### src/rtl/axis_pkt_pkg.sv
// Shared widths, state encoding and length helpers for the AXI-Stream packet generator and queue.
package axis_pkt_pkg;
    localparam int C_DATA_WIDTH = 64;
    localparam int C_MTY_WIDTH  = 3;

    localparam logic [1:0] ST_IDLE = 2'd0;
    localparam logic [1:0] ST_SEND = 2'd1;
    localparam logic [1:0] ST_GAP  = 2'd2;

    // A programmed length of 0 is sent as a single byte.
    function automatic int unsigned eff_len(input int unsigned len);
        return (len == 0) ? 1 : len;
    endfunction

    function automatic int unsigned calc_beats(input int unsigned len, input int unsigned lbytes);
        return (eff_len(len) + lbytes - 1) / lbytes;
    endfunction

    function automatic int unsigned calc_mty(input int unsigned len, input int unsigned lbytes);
        return calc_beats(len, lbytes) * lbytes - eff_len(len);
    endfunction
endpackage

### src/rtl/axis_pkt_payload.sv
// Lane-pattern generator: byte k of packet n is (n + k) mod 256, unused lanes are zero.
module axis_pkt_payload #(
    parameter int C_DATA_WIDTH = axis_pkt_pkg::C_DATA_WIDTH,
    parameter int C_LEN_WIDTH  = 16
) (
    input  logic [7:0]              pkt_idx,
    input  logic [C_LEN_WIDTH-1:0]  beat_idx,
    input  logic [C_LEN_WIDTH-1:0]  valid_bytes,
    output logic [C_DATA_WIDTH-1:0] data
);
    localparam int L_BYTES = C_DATA_WIDTH / 8;

    logic [7:0] base;

    always_comb begin
        base = pkt_idx + 8'(beat_idx * L_BYTES);
        data = '0;
        for (int j = 0; j < L_BYTES; j++) begin
            if (C_LEN_WIDTH'(j) < valid_bytes) begin
                data[8*j +: 8] = base + 8'(j);
            end
        end
    end
endmodule

### src/rtl/axis_pkt_gen.sv
// AXI-Stream test packet source with programmable length, count, gaps, stop and abort.
module axis_pkt_gen #(
    parameter int C_DATA_WIDTH = axis_pkt_pkg::C_DATA_WIDTH,
    parameter int C_MTY_WIDTH  = axis_pkt_pkg::C_MTY_WIDTH,
    parameter int C_LEN_WIDTH  = 16,
    parameter int C_CNT_WIDTH  = 16
) (
    input  logic                    aclk,
    input  logic                    aresetn,
    input  logic                    cfg_start,
    input  logic [C_LEN_WIDTH-1:0]  cfg_len,
    input  logic [C_CNT_WIDTH-1:0]  cfg_pkt_cnt,
    input  logic [7:0]              cfg_gap,
    input  logic                    cfg_stop,
    input  logic                    cfg_abort,
    output logic                    busy,
    output logic [31:0]             pkts_sent,
    output logic                    m_axis_tvalid,
    output logic [C_DATA_WIDTH-1:0] m_axis_tdata,
    output logic                    m_axis_tlast,
    output logic [C_MTY_WIDTH-1:0]  m_axis_tuser_mty,
    input  logic                    m_axis_tready,
    output logic                    drop_incmpt_pkt
);
    import axis_pkt_pkg::*;

    localparam int L_BYTES = C_DATA_WIDTH / 8;

    logic [1:0]              state, state_nxt;
    logic [C_LEN_WIDTH-1:0]  len_r, beat_idx;
    logic [C_CNT_WIDTH-1:0]  cnt_r, sent_in_run;
    logic [7:0]              gap_r, gap_cnt, pkt_idx;
    logic                    stop_pend, mid_pkt;

    logic                    xfer, last_xfer, start, abort, stop_now, run_done;
    logic                    load, clear, nxt_last;
    logic [C_LEN_WIDTH-1:0]  sel_len, last_beat, nxt_beat, nxt_valid;
    logic [C_MTY_WIDTH-1:0]  sel_mty;
    logic [7:0]              nxt_pkt;
    logic [C_DATA_WIDTH-1:0] nxt_data;

    assign xfer      = m_axis_tvalid && m_axis_tready;
    assign last_xfer = xfer && m_axis_tlast;
    assign start     = (state == ST_IDLE) && cfg_start && !cfg_abort;
    assign abort     = (state != ST_IDLE) && cfg_abort;
    assign stop_now  = stop_pend || cfg_stop;
    assign run_done  = (cnt_r != '0) && (sent_in_run + C_CNT_WIDTH'(1) == cnt_r);

    // In IDLE the first beat is built straight from cfg_len, before it is latched.
    assign sel_len   = (state == ST_IDLE) ? cfg_len : len_r;
    assign last_beat = C_LEN_WIDTH'(calc_beats(32'(sel_len), L_BYTES) - 1);
    assign sel_mty   = C_MTY_WIDTH'(calc_mty(32'(sel_len), L_BYTES));
    assign nxt_pkt   = (state == ST_IDLE) ? 8'd0 : (last_xfer ? pkt_idx + 8'd1 : pkt_idx);
    assign nxt_beat  = (state == ST_SEND && !last_xfer) ? beat_idx + C_LEN_WIDTH'(1) : '0;
    assign nxt_last  = (nxt_beat == last_beat);
    assign nxt_valid = nxt_last ? C_LEN_WIDTH'(L_BYTES) - C_LEN_WIDTH'(sel_mty)
                                : C_LEN_WIDTH'(L_BYTES);

    axis_pkt_payload #(
        .C_DATA_WIDTH (C_DATA_WIDTH),
        .C_LEN_WIDTH  (C_LEN_WIDTH)
    ) u_payload (
        .pkt_idx     (nxt_pkt),
        .beat_idx    (nxt_beat),
        .valid_bytes (nxt_valid),
        .data        (nxt_data)
    );

    // load presents a fresh beat on the output registers; clear drops the stream to idle.
    always_comb begin
        state_nxt = state;
        load      = 1'b0;
        clear     = 1'b0;
        if (abort) begin
            state_nxt = ST_IDLE;
            clear     = 1'b1;
        end else begin
            case (state)
                ST_IDLE: begin
                    if (start) begin
                        state_nxt = ST_SEND;
                        load      = 1'b1;
                    end
                end
                ST_SEND: begin
                    if (last_xfer) begin
                        if (stop_now || run_done) begin
                            state_nxt = ST_IDLE;
                            clear     = 1'b1;
                        end else if (gap_r != 8'd0) begin
                            state_nxt = ST_GAP;
                            clear     = 1'b1;
                        end else begin
                            load = 1'b1;
                        end
                    end else if (xfer) begin
                        load = 1'b1;
                    end
                end
                ST_GAP: begin
                    if (stop_now) begin
                        state_nxt = ST_IDLE;
                    end else if (gap_cnt == 8'd1) begin
                        state_nxt = ST_SEND;
                        load      = 1'b1;
                    end
                end
                default: begin
                    state_nxt = ST_IDLE;
                    clear     = 1'b1;
                end
            endcase
        end
    end

    always_ff @(posedge aclk) begin
        if (!aresetn) begin
            state            <= ST_IDLE;
            busy             <= 1'b0;
            pkts_sent        <= '0;
            drop_incmpt_pkt  <= 1'b0;
            m_axis_tvalid    <= 1'b0;
            m_axis_tdata     <= '0;
            m_axis_tlast     <= 1'b0;
            m_axis_tuser_mty <= '0;
            len_r            <= '0;
            beat_idx         <= '0;
            cnt_r            <= '0;
            sent_in_run      <= '0;
            gap_r            <= '0;
            gap_cnt          <= '0;
            pkt_idx          <= '0;
            stop_pend        <= 1'b0;
            mid_pkt          <= 1'b0;
        end else begin
            state           <= state_nxt;
            busy            <= (state_nxt != ST_IDLE);
            drop_incmpt_pkt <= abort && (mid_pkt || xfer) && !last_xfer;
            if (last_xfer) begin
                pkts_sent <= pkts_sent + 32'd1;
            end

            if (start) begin
                len_r       <= cfg_len;
                cnt_r       <= cfg_pkt_cnt;
                gap_r       <= cfg_gap;
                sent_in_run <= '0;
                pkt_idx     <= '0;
            end else if (last_xfer) begin
                sent_in_run <= sent_in_run + C_CNT_WIDTH'(1);
                pkt_idx     <= pkt_idx + 8'd1;
            end

            if (load) begin
                m_axis_tvalid    <= 1'b1;
                m_axis_tdata     <= nxt_data;
                m_axis_tlast     <= nxt_last;
                m_axis_tuser_mty <= nxt_last ? sel_mty : '0;
                beat_idx         <= nxt_beat;
            end else if (clear) begin
                m_axis_tvalid    <= 1'b0;
                m_axis_tdata     <= '0;
                m_axis_tlast     <= 1'b0;
                m_axis_tuser_mty <= '0;
            end

            if (state == ST_SEND && state_nxt == ST_GAP) begin
                gap_cnt <= gap_r;
            end else if (state == ST_GAP) begin
                gap_cnt <= gap_cnt - 8'd1;
            end

            if (state_nxt == ST_IDLE) begin
                stop_pend <= 1'b0;
            end else if (cfg_stop && state != ST_IDLE) begin
                stop_pend <= 1'b1;
            end

            if (start || last_xfer || abort) begin
                mid_pkt <= 1'b0;
            end else if (xfer) begin
                mid_pkt <= 1'b1;
            end
        end
    end
endmodule

### config.mk
export PLATFORM = sky130hd
export DESIGN_NAME = axis_pkt_gen
export DESIGN_NICKNAME = d
export VERILOG_FILES = /design/src/rtl/axis_pkt_pkg.sv /design/src/rtl/axis_pkt_payload.sv /design/src/rtl/axis_pkt_gen.sv
export SDC_FILE = /design/constraint.sdc
export NUM_CORES = 1
export LEC_CHECK = 0
export ABC_CLOCK_PERIOD_IN_PS = 12200
export BUFFER_PORTS_ARGS = -buffer_cell sky130_fd_sc_hd__buf_4
export CAP_MARGIN = 20
export CORE_ASPECT_RATIO = 1.2
export CORE_MARGIN = 4
export CORE_UTILIZATION = 60
export DETAILED_ROUTE_END_ITERATION = 7
export GPL_ROUTABILITY_DRIVEN = 1
export PLACE_DENSITY_LB_ADDON = 0.08
export SYNTH_ARGS = -nofsm -noshare
export SYNTH_HDL_FRONTEND = slang
export SYNTH_HIERARCHICAL = 1
export SYNTH_SLANG_ARGS = --single-unit
### constraint.sdc
create_clock -name aclk -period 12.2 [get_ports aclk]
set_input_delay 1.22 -clock aclk [delete_from_list [all_inputs] [get_ports aclk]]
set_output_delay 1.22 -clock aclk [all_outputs]
set_load 0.05 [all_outputs]
# Word level (Yosys, flattened, before mapping)
# Cells that the tools add are included.
# classes
n_eq_ne	6
muxes	46
n_reduce_logical	31
bitwise_logic	1
magnitude_cmp	8
addsub	18
# op_table
cell	count
$mux W64	2
$mux W8	12
$lt A3 B16 Y1 const A	4
$mux W16	4
$add A16 B1 Y16 const B	2
$add A32 B1 Y32 const B	1
$add A8 B3 Y8 const B	4
$eq A16 B16 Y1	2
$lt A1 B16 Y1 const A	2
$lt A2 B16 Y1 const A	2
$sub A17 B1 Y18 const B	1
$add A16 B4 Y17 const B	1
$add A8 B1 Y8 const B	2
$add A8 B2 Y8 const B	2
$logic_not A16 Y1	1
$reduce_bool A16 Y1	1
$sub A16 B1 Y16 const B	1
$mux W1	15
$mux W2	7
$logic_and A1 B1 Y1	11
$mux W3	3
$add A8 B8 Y8	1
$eq A8 B1 Y1 const B	1
$reduce_bool A2 Y1	4
14 further kinds	24
# word_totals
ff_bits	195
wordCells	127

# Logic depth before layout (Yosys ltp)
# Gate-level depths: netlist of the first run.
# depth
depth_word	12
ltp_mapped	27
depth_no_buf	26

# Modules after synthesis
# The synthesis of the first run kept the hierarchy.
# modules_own_cells
mod	seq_area_each_um2	instances	area_per_inst_um2	cells_per_inst
axis_pkt_gen	3903.7	1	10153.5	1261
axis_pkt_payload	0.0	1	1292.5	201

# Worst setup path before layout of the first run
# Ideal clock, no wire load.
# synth_timing
path_type	input-to-reg
from	in cfg_len[1]
to	reg m_axis_tdata[5]
setup_time_ns	0.123
t_arrival_ns	6.169
stages	24
setup_slack_ns	5.908
path_cell_list	or4_1 > o31a_1 > a221oi_1 > nor2_1 > ha_1 > o211ai_1 > nand2_1 > xnor2_1 > nand4bb_1 > clkbuf_1 > nor4b_4 > mux2i_1 > or4_1 > a211oi_2 > nand3b_1 > a21o_1 > nor4_1 > and4_1 > buf_4 > nand2b_4 > nor3_4 > nor2_1 > nand2_1 > a21boi_0
# synth_between
elab_chain_len	11
# synth_lines
element	line_no	text
from (decl)	axis_pkt_gen.sv:11	input logic [C_LEN_WIDTH-1:0] cfg_len,
$mux W16 *	axis_pkt_gen.sv:50	assign sel_len = (state == ST_IDLE) ? cfg_len : len_r;
$logic_not A16 Y1	axis_pkt_pkg.sv:12	return (len == 0) ? 1 : len;
$mux W16 *	axis_pkt_pkg.sv:12	
$add A16 B4 Y17	--	
$sub A17 B1 Y18	--	
$sub A16 B1 Y16	axis_pkt_gen.sv:51	assign last_beat = C_LEN_WIDTH'(calc_beats(32'(sel_len), L_BYTES) - 1);
$eq A16 B16 Y1	axis_pkt_gen.sv:55	assign nxt_last = (nxt_beat == last_beat);
$mux W16 *	axis_pkt_gen.sv:56	assign nxt_valid = nxt_last ? C_LEN_WIDTH'(L_BYTES) - C_LEN_WIDTH'(sel_mty)
net nxt_valid[3]	axis_pkt_gen.sv:37	logic [C_LEN_WIDTH-1:0] sel_len, last_beat, nxt_beat, nxt_valid;
$lt A1 B16 Y1 *	axis_pkt_payload.sv:19	if (C_LEN_WIDTH'(j) < valid_bytes) begin
$mux W8 *	axis_pkt_payload.sv:19	
net nxt_data[5]	axis_pkt_gen.sv:40	logic [C_DATA_WIDTH-1:0] nxt_data;
$mux W64 *	axis_pkt_gen.sv:154	if (load) begin
to (signal assigned)	axis_pkt_gen.sv:156	m_axis_tdata <= nxt_data;
to (decl)	axis_pkt_gen.sv:19	output logic [C_DATA_WIDTH-1:0] m_axis_tdata,
# Mark *: on every way through the listed nets, which the timed path passes. The rest lies on a longest branch.
# A chain may end at the register's enable or synchronous reset.

# Final worst setup path of the first run
# layout_timing
from	reg state[0]
to	reg m_axis_tdata[10]
# layout_between
elab_chain_len	12
# layout_lines
element	line_no	text
from (decl)	axis_pkt_gen.sv:29	logic [1:0] state, state_nxt;
from (signal assigned)	axis_pkt_gen.sv:136	state <= state_nxt;
$logic_not A2 Y1	axis_pkt_gen.sv:50	
$mux W16	axis_pkt_gen.sv:50	
$logic_not A16 Y1	axis_pkt_pkg.sv:12	
$mux W16	axis_pkt_pkg.sv:12	
$add A16 B4 Y17	--	
$sub A17 B1 Y18	--	
$sub A16 B1 Y16	axis_pkt_gen.sv:51	
$eq A16 B16 Y1	axis_pkt_gen.sv:55	
$mux W16 *	axis_pkt_gen.sv:56	
net nxt_valid[3]	axis_pkt_gen.sv:37	
$lt A1 B16 Y1 *	axis_pkt_payload.sv:19	
$mux W8 *	axis_pkt_payload.sv:19	
net nxt_data[10]	axis_pkt_gen.sv:40	
$mux W64 *	axis_pkt_gen.sv:154	
# Marks and branches as above.

==> results.md, run 1 <==
- Status: finished clean
- Peak per-stage delay on the critical path: 0.83 ns
- Type of the setup path with the least slack: flip-flop to flip-flop
- Kind of end point of the critical path: flip-flop
- Distinct cells, synth: 79
- Number of global-route vias before repair: 9774
- Area added between synthesis and finish: 16.0%
- Number of rows in the core area: 55
- Die span in x: 134 um
- Final Skew: ~0.012 ns
- Tightest hold margin: 0.472 ns
- Remaining routing DRC violations: 0
- Area occupied by multi-input gates: 7170 um2
- Cell type of the slowest stage on the worst timing path: dfxtp_1
- Average cell area after synthesis: 7.83 um2
- Footprint of the flip-flops and latches: 3900 um2
- Starting utilization of the core area: approximately three fifths
- Total number of H-tree levels: 4
- Required time worst endpoint: roughly 13 ns
- Relative max-transition margin: 28.2%
- Synth async-reset ratio: 0%
- DP HPWL: 20100 um
- Initial antenna violation count: 0
- GRT overflow: 0
- Static leakage: 0.00492 uW
- Final setup fails: 0
- Clock transition at path regs: 0.08 ns
- CTS Buf Count: 17
- WL per Instance: 15.8 um
- Hold Fails Final Rpt: 0
- Number of antenna-violating nets in the routed design: 0
- Final critical delay including setup and external delays: 7.39 ns
- Unrepaired setup endpoints after global routing: false
- Vias per cell: 5.64
- Maxcap violations: 0
- Via total after detailed routing: slightly above 10000
- # hold bufs at CTS: 0
- Max-slew violations: 0
- Worst Path Arrival: 7.72 ns
- EDFF count, synth: 0
- Pin count of the biggest net entering global routing: between 100 and 150
- Die height: roughly 160 um
- Initial DRT Pass Iterations: 8
- Synth warn: 6
- I/O pin total: 149
- Final wirelength: ~29000 um
- Weighted congestion at the end of routability-driven global placement: slightly above 0.9
- VDD IR max: 0.0921 mV
- # Post-CTS Setup Buffers: 0
- Crit Path Max Fanout: 23
- Hold crit path type: flip-flop to flip-flop
- Share of cells above drive strength 1: about 14%
- Layout fillers: 1634
- Number of nets at the end of the flow: 1633
- Number of sinks on the clock net: roughly 200
- Least-Margin Pin Slew: ~1.1 ns
- Number of I/O port buffers: 148
- Sum of negative setup slack: 0 ns
- Maximum clock rate: 0.135 GHz
- Area of the mapped netlist: 11400 um2
- Pwr/cell area: 105 nW/um2
- Clock root buffer: clkbuf_16
- Deepest clock path buffer count: 2
- Ordered list of cells on the worst path: nor2_2, buf_4, or3_1, a221oi_1, nor2_1, ha_1, o211ai_1, nand2_1, xnor2_1, nand4bb_1, nor4b_4, mux2i_1, or4_1, a211oi_2, nand3b_1, a21o_1, nor4_1, and4_1, nand2b_4, nor2_2, nor2_1, nand2_1, a21boi_0
- Total global-route track usage: between 20% and 30%
- Yosys reg bits: 195
- Number of cells produced by synthesis: 1462
- Clock tree from TritonCTS: done
- Antenna Diode Count: 0
- Kind of launch point of the worst setup path: flip-flop
- Number of DRC markers in iteration 0: ~690
- PostCTS Resize Cnt: 0
- Final critical-path share of the clock period: approximately three fifths
- Area of the core region: 18800 um2
- Worst skew pair latency: 0.44 ns
- Sequential area share after synthesis: 34.1%
- Overall die area: 21400 um2
- Top_reg_cell synth: dfxtp_1
- First-pass GRT wire length: between 40000 and 50000 um
## stage by stage
step           total power, uW  std cells  util [%]  setup slack (ns)  area, um2
3_3_place_gp               814       1801      67.3              4.79      12600
2_1_floorplan              772       1473         -              5.91      11500
5_1_grt                   1450       1833      70.7              4.25      13300
3_5_place_dp               816       1801      67.3              4.64      12600
4_1_cts                   1400       1833      70.7              4.92      13300
6_report                  1390       1833      70.7              4.81      13300
## power by group
part / total (uW) / internal (uW) / switching (uW)
logic: 146 / 56.8 / 89.6
registers: 656 / 645 / 10.0
clock network: 588 / 300 / 289
total: 1390 / 1000 / 388
## cell usage in the layout, fill, tap and decap left out, drive strengths merged, types with 4 or more instances in the layout
| cell type | instances |
|---|---|
| nand4 | 26 |
| and2 | 35 |
| clkinv | 7 |
| o21a | 6 |
| nor2b | 21 |
| clkbuf | 17 |
| ha | 22 |
| xor2 | 53 |
| buf | 158 |
| mux2i | 18 |
| inv | 26 |
| nor2 | 150 |
| nand4bb | 5 |
| nand3b | 6 |
| a21boi | 133 |
| nor4 | 19 |
| nand2b | 12 |
| nor3 | 28 |
| nor3b | 10 |
| dfxtp | 195 |
| a31oi | 5 |
| o211ai | 8 |
| or4 | 5 |
| and4 | 10 |
| and3 | 11 |
| o21ai | 25 |
| nand2 | 248 |
| a21oi | 34 |
| or3b | 4 |
| nand3 | 110 |
| or3 | 14 |
| conb | 12 |
| a211oi | 4 |
| xnor2 | 95 |
## cell usage after synthesis (3+ instances only)
library cell	number	share of area, %
nand2_1	248	8.1
dfxtp_1	195	34
nor2_1	147	4.8
a21boi_0	132	8.7
nand3_1	110	4.8
xnor2_1	94	7.2
clkbuf_1	68	2.2
xor2_1	53	4.1
and2_1	33	1.8
a21oi_1	32	1.4
nor3_1	27	1.2
nand4_1	26	1.4
o21ai_0	25	1.1
ha_1	22	2.4
nor2b_1	21	1.1
inv_1	19	0.62
nor4_1	19	1.0
mux2i_1	18	1.6
or3_1	14	0.77
and3_1	11	0.60
nand2b_1	11	0.60
and4_1	10	0.77
nor3b_1	8	0.52
o211ai_1	8	0.52
buf_1	7	0.23
buf_2	7	0.31
nand3b_1	6	0.39
o21a_1	6	0.39
nand4bb_1	5	0.49
or4_1	5	0.33
a31oi_1	4	0.22
buf_6	3	0.30
nor2_2	3	0.16
o22ai_1	3	0.16
o31a_1	3	0.23
o31ai_1	3	0.20
## routing by layer
metal | GRT usage [%] | part of all wire [%]
met2 | 46.4 | 50
met1 | 34.5 | 44
met4 | 6.53 | 1.9
met5 | 0 | 0
met3 | 4.49 | 4.7
## registers in the layout, indices dropped and copies added, names as in the netlist
signal,count
pkt_idx,8
gap_r,8
cnt_r,16
pkts_sent,32
len_r,16
drop_incmpt_pkt,1
beat_idx,16
stop_pend,1
sent_in_run,16
gap_cnt,8
m_axis_tvalid,1
m_axis_tdata,64
mid_pkt,1
m_axis_tuser_mty,3
state,2
busy,1
m_axis_tlast,1
## cell families (layout without fill, tap and decap cells)
logic type / after synthesis / count (layout) / share of synthesized area, %
flops: 195 / 195 / 34.1
compound gates: 245 / 245 / 15.3
mux: 20 / 20 / 1.77
fa+ha+maj: 23 / 23 / 2.58
buf+inv: 105 / 209 / 3.75
other cells: 1 / 12 / 0.0328
xor+xnor: 148 / 148 / 11.5
simple gates: 725 / 725 / 31.0
## worst max-delay path, delay by kind of cell, from the launching register on
kind,cells,cell delay (ns)
AO/OA/AOI/OAI,5,1.44
XOR/XNOR,1,0.38
adder cells (fa/ha/maj),1,0.26
buffers and inverters,1,0.29
flip-flops,1,0.83
multiplexers,1,0.12
AND/OR/NAND/NOR,14,3.95
## path summary, 6_finish.rpt
kind	startpoint	to	slack (ns)	depth (start not counted)
setup / recovery	state[0]$_SDFF_PN0_	m_axis_tdata[10]$_SDFFE_PN0P_	4.81	23
hold / removal	m_axis_tuser_mty[0]$_SDFFE_PN0P_	m_axis_tuser_mty[0]$_SDFFE_PN0P_	0.47	2
setup reg to reg	state[0]$_SDFF_PN0_	m_axis_tdata[10]$_SDFFE_PN0P_	4.81	23
hold reg to reg	m_axis_tuser_mty[0]$_SDFFE_PN0P_	m_axis_tuser_mty[0]$_SDFFE_PN0P_	0.47	2
## cell type report
type,instances,share of cell area [%]
clock buffers,17,3.20
clock inverters,15,1.53
inverters,19,0.537
multi-input cells,1173,54.0
flip-flops and latches,195,29.4
well taps,256,2.41
repair buffers,158,8.93
Power figures use the tool's default switching activity.
==> inputs of run 2 (changes only) <==
ABC_AREA = 1   (was not set)
ABC_CLOCK_PERIOD_IN_PS = 6400   (was 12200)
CORE_UTILIZATION = 53   (was 60)
clock period = 6.4 ns   (was 12.2 ns; I/O delays follow)
==> results.md, run 2 <==
- Total number of H-tree levels: 4 (unchanged)
- Total global-route track usage: 24.8% (-1.9 points)
- Max reg flops: 64 (unchanged)
- Number of DRC markers in iteration 0: 613 (-11%)
- Most frequent cells after synthesis: nand2_1 (417), nor2_1 (238), dfxtp_1 (195), inv_1 (187), a21oi_1 (172)
- Number of global-route vias before repair: 10700 (+9.7%)
- Number of rows in the core area: 58 (+5.5%)
- Deepest clock path buffer count: 2 (unchanged)
- CTS Buf Count: 17 (unchanged)
- Worst Path Arrival: 5.71 ns (-2.01 ns)
- GRT met1 Usage: 31.8% (-2.6 points)
- Overall die area: 23700 um2 (+11%)
- Kind of end point of the critical path: flip-flop
- Starting utilization of the core area: 53.8% (-7.1 points)
- Required time worst endpoint: 6.67 ns (-5.85 ns)
- Static leakage: 0.00574 uW (+17%)
- Status: finished clean
- DP HPWL: 21700 um (+8.0%)
- Type of the setup path with the least slack: flip-flop to flip-flop
- Crit Path Max Fanout: 29 (+26%)
- Relative max-transition margin: 30.3% (+2.1 points)
- Top_reg_cell synth: dfxtp_1
- GRT overflow: 0 (unchanged)
- PostCTS Resize Cnt: 0 (unchanged)
- Initial DRT Pass Iterations: 6 (-2)
- Number of cells produced by synthesis: 1736 (+19%)
- Tightest hold margin: 0.453 ns (-0.0190 ns)
- Most heavily used metal layer in global routing: met2
- Area of the core region: 21000 um2 (+12%)
- Max-slew violations: 0 (unchanged)
- Weighted congestion at the end of routability-driven global placement: 0.904 (-1.3%)
- Biggest registers after layout: m_axis_tdata: 64 flops, pkts_sent: 32 flops
- WL per Instance: 13.8 um (-12%)
- Pwr/cell area: 210 nW/um2 (+100%)
- Portion of synthesized cell area occupied by the leading cell type: 34.6% (+0.46 points)
- Sequential area share after synthesis: 34.6% (+0.46 points)
- Hold Fails Final Rpt: 0 (unchanged)
- I/O pin total: 149 (unchanged)
- Clock root buffer: clkbuf_16
- Kind of launch point of the worst setup path: flip-flop
- Maximum clock rate: 0.184 GHz (+36%)
- Cell type of the slowest stage on the worst timing path: nor2_4
- Clock tree from TritonCTS: done
- Yosys reg bits: 195 (unchanged)
- Area added between synthesis and finish: 17.0%
- Register with the highest flop count: m_axis_tdata
- Synth Area in Simple Gates: 35.0% (+4.0 points)
- Clock transition at path regs: 0.08 ns (about the same)
- Maxcap violations: 0 (unchanged)
- PnR Total Power: 2780 uW (+100%)
- Peak per-stage delay on the critical path: 0.61 ns (-0.22 ns)
- Synth top area cells: dfxtp_1 (35%), nand2_1 (14%), nor2_1 (7.9%)
- Post-Place Cells: 2115 (+17%)
- Most used cells in the layout excluding fill and tap cells: nand2_1 (417), nor2_1 (238), dfxtp_1 (195), inv_1 (187), a21oi_1 (172)
- Non-filler instance count after layout: 2147 (+17%)
- Number of I/O port buffers: 148 (unchanged)
- Dominant cell type by count on the critical path: inv_1
- Final wirelength: 29700 um (+2.9%)
- Least-Margin Pin Slew: 1.05 ns (-0.0277 ns)
- Final critical delay including setup and external delays: 5.43 ns (-1.96 ns)
- Final Skew: 0.0122 ns (+0.000739 ns)
- Via total after detailed routing: 11400 (+10%)
- Antenna Diode Count: 0 (unchanged)
- VDD IR max: 0.189 mV (+100%)
- Synth async-reset ratio: 0% (unchanged)
- Remaining routing DRC violations: 0 (unchanged)
- Pin count of the biggest net entering global routing: 98 (-11%)
- Area of the mapped netlist: 11300 um2 (-1.3%)
- Initial antenna violation count: 0 (unchanged)
- Number of nets at the end of the flow: 1933 (+18%)
- Fraction of synthesized area in multiplexers: 0.0886% (-1.7 points)
- EDFF count, synth: 0 (unchanged)
- Worst skew pair latency: 0.44 ns (about the same)
- Synth warn: 6 (unchanged)
- Cell with the most instances after synthesis: nand2_1
- Die span in x: 141 um (+5.3%)
- Hold crit path type: primary input to flip-flop
- Average cell area after synthesis: 6.51 um2 (-17%)
- Vias per cell: 5.30 (-6.1%)
- Commonest non-fill, non-tap cell in the layout: nand2_1
- Final setup fails: 0 (unchanged)
- Fraction of the mapped netlist area in compound gates: 13.7% (-1.6 points)
- Sum of negative setup slack: 0 ns (unchanged)
- Post-route cell area: 13200 um2 (-0.47%)
- # hold bufs at CTS: 0 (unchanged)
- Post-Synth Adder-Cell Area: 2.61% (+0.035 points)
- Final critical-path share of the clock period: 84.9% (+24 points)
- # Post-CTS Setup Buffers: 0 (unchanged)
- GR met2 Demand/Resource: 41.6% (-4.7 points)
- First-pass GRT wire length: 49800 um (+3.8%)
- Distinct cells, synth: 51 (-35%)
- Met3 GRT Util: 4.89% (+0.40 points)
- Die height: 168 um (+5.4%)
- Largest family of logic cells by synthesized area: simple AND/OR/NAND/NOR gates
- Share of cells above drive strength 1: 13.4% (-0.51 points)
- Synthesized-area fraction occupied by xor and xnor cells: 4.99% (-6.5 points)
- Post-DP Area: 12600 um2 (-0.63%)
- Unrepaired setup endpoints after global routing: false
- Most area-hungry cell type in the Yosys netlist: dfxtp_1
- Number of antenna-violating nets in the routed design: 0 (unchanged)
- Number of sinks on the clock net: 195 (unchanged)
[run 2: path summary, 6_finish.rpt]
path / startpoint / end / slack, ns / depth (start not counted)
max: state[0]$_SDFF_PN0_ / m_axis_tdata[36]$_SDFFE_PN0P_ / 0.97 / 33
min: cfg_pkt_cnt[13] / cnt_r[13]$_SDFFE_PN0P_ / 0.45 / 3
max reg2reg: state[0]$_SDFF_PN0_ / m_axis_tdata[36]$_SDFFE_PN0P_ / 0.97 / 33
min reg2reg: len_r[12]$_SDFFE_PN0P_ / len_r[12]$_SDFFE_PN0P_ / 0.46 / 2
[run 2: power breakdown]
part | leakage [uW] | internal (uW) | switching, uW
Clock | 0.000310 | 616 | 545
Sequential | 0.00158 | 1240 | 20.3
Combinational | 0.00385 | 115 | 240
Total | 0.00574 | 1970 | 806
[run 2: through the flow]
| step | setup WS (ns) | utilization, % |
|---|---|---|
| after floorplan | 2.22 | - |
| after global placement | 1.20 | 59.9 |
| after detailed placement | 1.10 | 59.9 |
| after CTS | 1.05 | 63.0 |
| after global routing | 0.343 | 63.0 |
| final | 0.968 | 63.0 |
[run 2: worst max-delay path: cells and delay by family (launching register included)]
| family | cells | cell delay [ns] |
|---|---|---|
| adder cells (fa/ha/maj) | 1 | 0.19 |
| buffers and inverters | 6 | 0.49 |
| flip-flops | 1 | 0.36 |
| AO/OA/AOI/OAI | 4 | 0.58 |
| AND/OR/NAND/NOR | 20 | 3.21 |
| XOR/XNOR | 2 | 0.42 |
[run 2: cell families (layout without fill, tap and decap cells)]
| kind of cell | count (synthesis) | in the layout |
|---|---|---|
| DFF | 195 | 195 |
| and+or+nand+nor | 902 | 902 |
| xor gates and xnor gates | 61 | 61 |
| muxes | 1 | 1 |
| adders and majority gates | 23 | 23 |
| AOI/OAI and AO/OA | 296 | 296 |
| other | 1 | 12 |
| buffers and inverters | 257 | 387 |
[run 2: final cells by class]
| class | count | area [um2] |
|---|---|---|
| clock buffer | 18 | 439 |
| clock inverter | 14 | 206 |
| fill | 1986 | 7760 |
| inverter | 199 | 747 |
| multi-input combinational | 1295 | 6410 |
| sequential | 195 | 3900 |
| tap | 270 | 338 |
| timing repair buffer | 156 | 1170 |
[run 2: metal layers]
layer / vias up / part of all wire, %
li1: 5826 / -
met1: 5160 / 44
met2: 334 / 48
met3: 53 / 6.2
met4: 0 / 1.9
met5: - / 0
==> inputs of run 3 (changes only) <==
ABC_CLOCK_PERIOD_IN_PS = 4350   (was 6400)
clock period = 4.35 ns   (was 6.4 ns; I/O delays follow)
==> results.md, run 3 (same netlist as run 2, synthesis figures left out) <==
- Status: finished with violations
- Failing checks: negative setup slack
- Type of the setup path with the least slack: flip-flop to flip-flop
- Worst Setup Slack post-DPL: -0.210 ns (-1.31 ns)
- Number of sinks on the clock net: 195 (unchanged)
- Delay-heaviest family, CP: simple AND/OR/NAND/NOR gates
- Commonest non-fill, non-tap cell in the layout: nand2_1
- Worst skew pair latency: 0.45 ns (about the same)
- Initial DRT Pass Iterations: 6 (unchanged)
- Number of rows in the core area: 58 (unchanged)
- Clock transition at path regs: 0.09 ns (about the same)
- # hold bufs at CTS: 0 (unchanged)
- Kind of launch point of the worst setup path: flip-flop
- Buffer and inverter count on the worst path: 8 (+2)
- Deepest clock path buffer count: 2 (unchanged)
- Maximum clock rate: 0.220 GHz (+19%)
- Sequential group share of total power: 44.1% (-1.3 points)
- Worst Path Arrival: 4.83 ns (-0.88 ns)
- Pin count of the biggest net entering global routing: 83 (-15%)
- Number of global-route vias before repair: 11100 (+3.6%)
- Number of I/O port buffers: 148 (unchanged)
- Max reg flops: 64 (unchanged)
- Weighted congestion at the end of routability-driven global placement: 0.923 (+2.1%)
- Crit Reg-Reg Endpoint: m_axis_tdata[7]$_SDFFE_PN0P_
- Relative max-transition margin: 43.3% (+13 points)
- First-pass GRT wire length: 52100 um (+4.7%)
- Area of the core region: 21000 um2 (unchanged)
- Worst Reg-to-Reg Cells: 36 (+9.1%)
- Final Skew: 0.0176 ns (+0.00531 ns)
- Total global-route track usage: 25.9% (+1.2 points)
- Antenna Diode Count: 0 (unchanged)
- Number of antenna-violating nets in the routed design: 0 (unchanged)
- Layout fillers: 1818 (-8.5%)
- Kind of end point of the critical path: flip-flop
- Remaining routing DRC violations: 0 (unchanged)
- Final wirelength: 31800 um (+6.9%)
- Clock root buffer: clkbuf_16
- Sum of negative setup slack: -5.61 ns (-5.61 ns)
- Net switching power of the design: 1240 uW (+54%)
- Static leakage: 0.00628 uW (+9.4%)
- CTS Buf Count: 17 (unchanged)
- Die span in x: 141 um (unchanged)
- GRT overflow: 0 (unchanged)
- Cell type of the slowest stage on the worst timing path: dfxtp_2
- Initial antenna violation count: 0 (unchanged)
- Vias per cell: 5.29 (about the same)
- Overall die area: 23700 um2 (unchanged)
- Starting utilization of the core area: 53.8% (unchanged)
- Biggest registers after layout: m_axis_tdata: 64 flops, pkts_sent: 32 flops
- Clock tree from TritonCTS: done
- Least-Margin Pin Slew: 0.851 ns (-0.194 ns)
- Total internal power: 2970 uW (+51%)
- Share of cells above drive strength 1: 21.4% (+8.0 points)
- Final setup fails: 56 (+56)
- Unrepaired setup endpoints after global routing: true
- Peak per-stage delay on the critical path: 0.34 ns (-0.27 ns)
- Number of nets at the end of the flow: 2011 (+4.0%)
- Register with the highest flop count: m_axis_tdata
- VDD IR max: 0.277 mV (+47%)
- WL per Instance: 14.3 um (+3.2%)
- Sw Share: 29.5% (+0.47 points)
- Required time worst endpoint: 4.64 ns (-2.03 ns)
- Maxcap violations: 0 (unchanged)
- Number of DRC markers in iteration 0: 721 (+18%)
- Pwr/cell area: 292 nW/um2 (+39%)
- Startpoint of the lowest-slack register-to-register path: state[0]$_SDFF_PN0_
- Post-route setup slack: -0.196 ns (-1.16 ns)
- Via total after detailed routing: 11800 (+3.6%)
- Total number of H-tree levels: 4 (unchanged)
- Logic pwr share: 15.5% (+2.7 points)
- I/O pin total: 149 (unchanged)
- Final critical delay including setup and external delays: 4.55 ns (-0.886 ns)
- Worst min-delay path startpoint: cfg_pkt_cnt[11]
- Die height: 168 um (unchanged)
- Max-slew violations: 0 (unchanged)
- Final critical-path share of the clock period: 105% (+20 points)
- Most used cells in the layout excluding fill and tap cells: nand2_1 (401), buf_4 (218), nor2_1 (214), dfxtp_1 (193), inv_1 (175)
- Internal reg-to-reg setup slack: -0.20 ns (-1.16 ns)
- Crit Path Max Fanout: 7 (-76%)
- DP HPWL: 22300 um (+2.9%)
- Part of the power in the clock network: 40.4% (-1.4 points)
- Hold crit path type: primary input to flip-flop
- Hold Fails Final Rpt: 0 (unchanged)
- Area added between synthesis and finish: 27.6%
- Worst hold path stage count: 3 (unchanged)
- Worst Hold Endpoint: cnt_r[11]$_SDFFE_PN0P_
[run 3: cell types whose count changed in the layout (fill, tap and decap cells not counted), moves of 11 or more]
cell     delta
nand2_2    +11
nand2_1    -16
nor2_2     +14
nor2_1     -24
buf_4      +62
inv_1      -12
[run 3: power by group through the flow]
stage / clock network [uW] / registers [uW] / logic [uW]
finish: 1700 / 1860 / 652
floorplan: 0 / 1930 / 362
global route: 1800 / 1860 / 715
detailed placement: 0 / 1900 / 570
CTS: 1720 / 1860 / 618
global placement: 0 / 1900 / 564
[run 3: final cells by class]
type | count | area [um2] | area share, %
sequential | 195 | 3910 | 27.1
clock buffer | 18 | 429 | 2.98
tap | 270 | 338 | 2.34
clock inverter | 14 | 209 | 1.45
timing repair buffer | 234 | 1910 | 13.2
multi-input combinational | 1295 | 6850 | 47.6
inverter | 199 | 764 | 5.31
[run 3: worst max-delay path by stage]
stage / from / depth (start not counted) / end
3_3_place_gp: state[1]$_SDFF_PN0_ / 31 / m_axis_tdata[39]$_SDFFE_PN0P_
5_1_grt: state[0]$_SDFF_PN0_ / 37 / m_axis_tdata[35]$_SDFFE_PN0P_
2_1_floorplan: state[0]$_SDFF_PN0_ / 36 / m_axis_tdata[39]$_SDFFE_PN0P_
3_5_place_dp: state[1]$_SDFF_PN0_ / 34 / m_axis_tdata[39]$_SDFFE_PN0P_
6_report: state[0]$_SDFF_PN0_ / 36 / m_axis_tdata[7]$_SDFFE_PN0P_
4_1_cts: state[1]$_SDFF_PN0_ / 36 / m_axis_tdata[22]$_SDFFE_PN0P_
[run 3: repair_timing]
| item | in CTS | in global routing |
|---|---|---|
| gates resized for setup | 49 | 89 |
| endpoints found under the setup margin | 56 | 64 |
| gates cloned | 3 | 0 |
| pin swaps | 37 | 77 |
| setup buffers | 16 | 8 |
[run 3: tightest hold or removal path, delay by kind of cell]
family	cells	cell delay [ns]
AO/OA/AOI/OAI	1	0.07
buffers and inverters	1	0.08
AND/OR/NAND/NOR	1	0.08
[run 3: per-layer routing]
layer  GRT usage (%)  part of all wire, %
met1            33.8                   43
met2            43.8                   48
met3            4.38                  5.8
met4            8.26                  2.7
met5               0                    0
[run 3: per-stage QoR]
stage	std cells	total power, uW	area [um2]	util, %	hold slack [ns]
CTS	2217	4200	14000	66.8	0.234
finish	2225	4210	14400	68.7	0.244
global placement	2167	2460	13000	62.0	0.450
global route	2225	4380	14400	68.7	0.241
floorplan	1747	2290	11300	-	0.430
detailed placement	2167	2470	13000	62.0	0.451
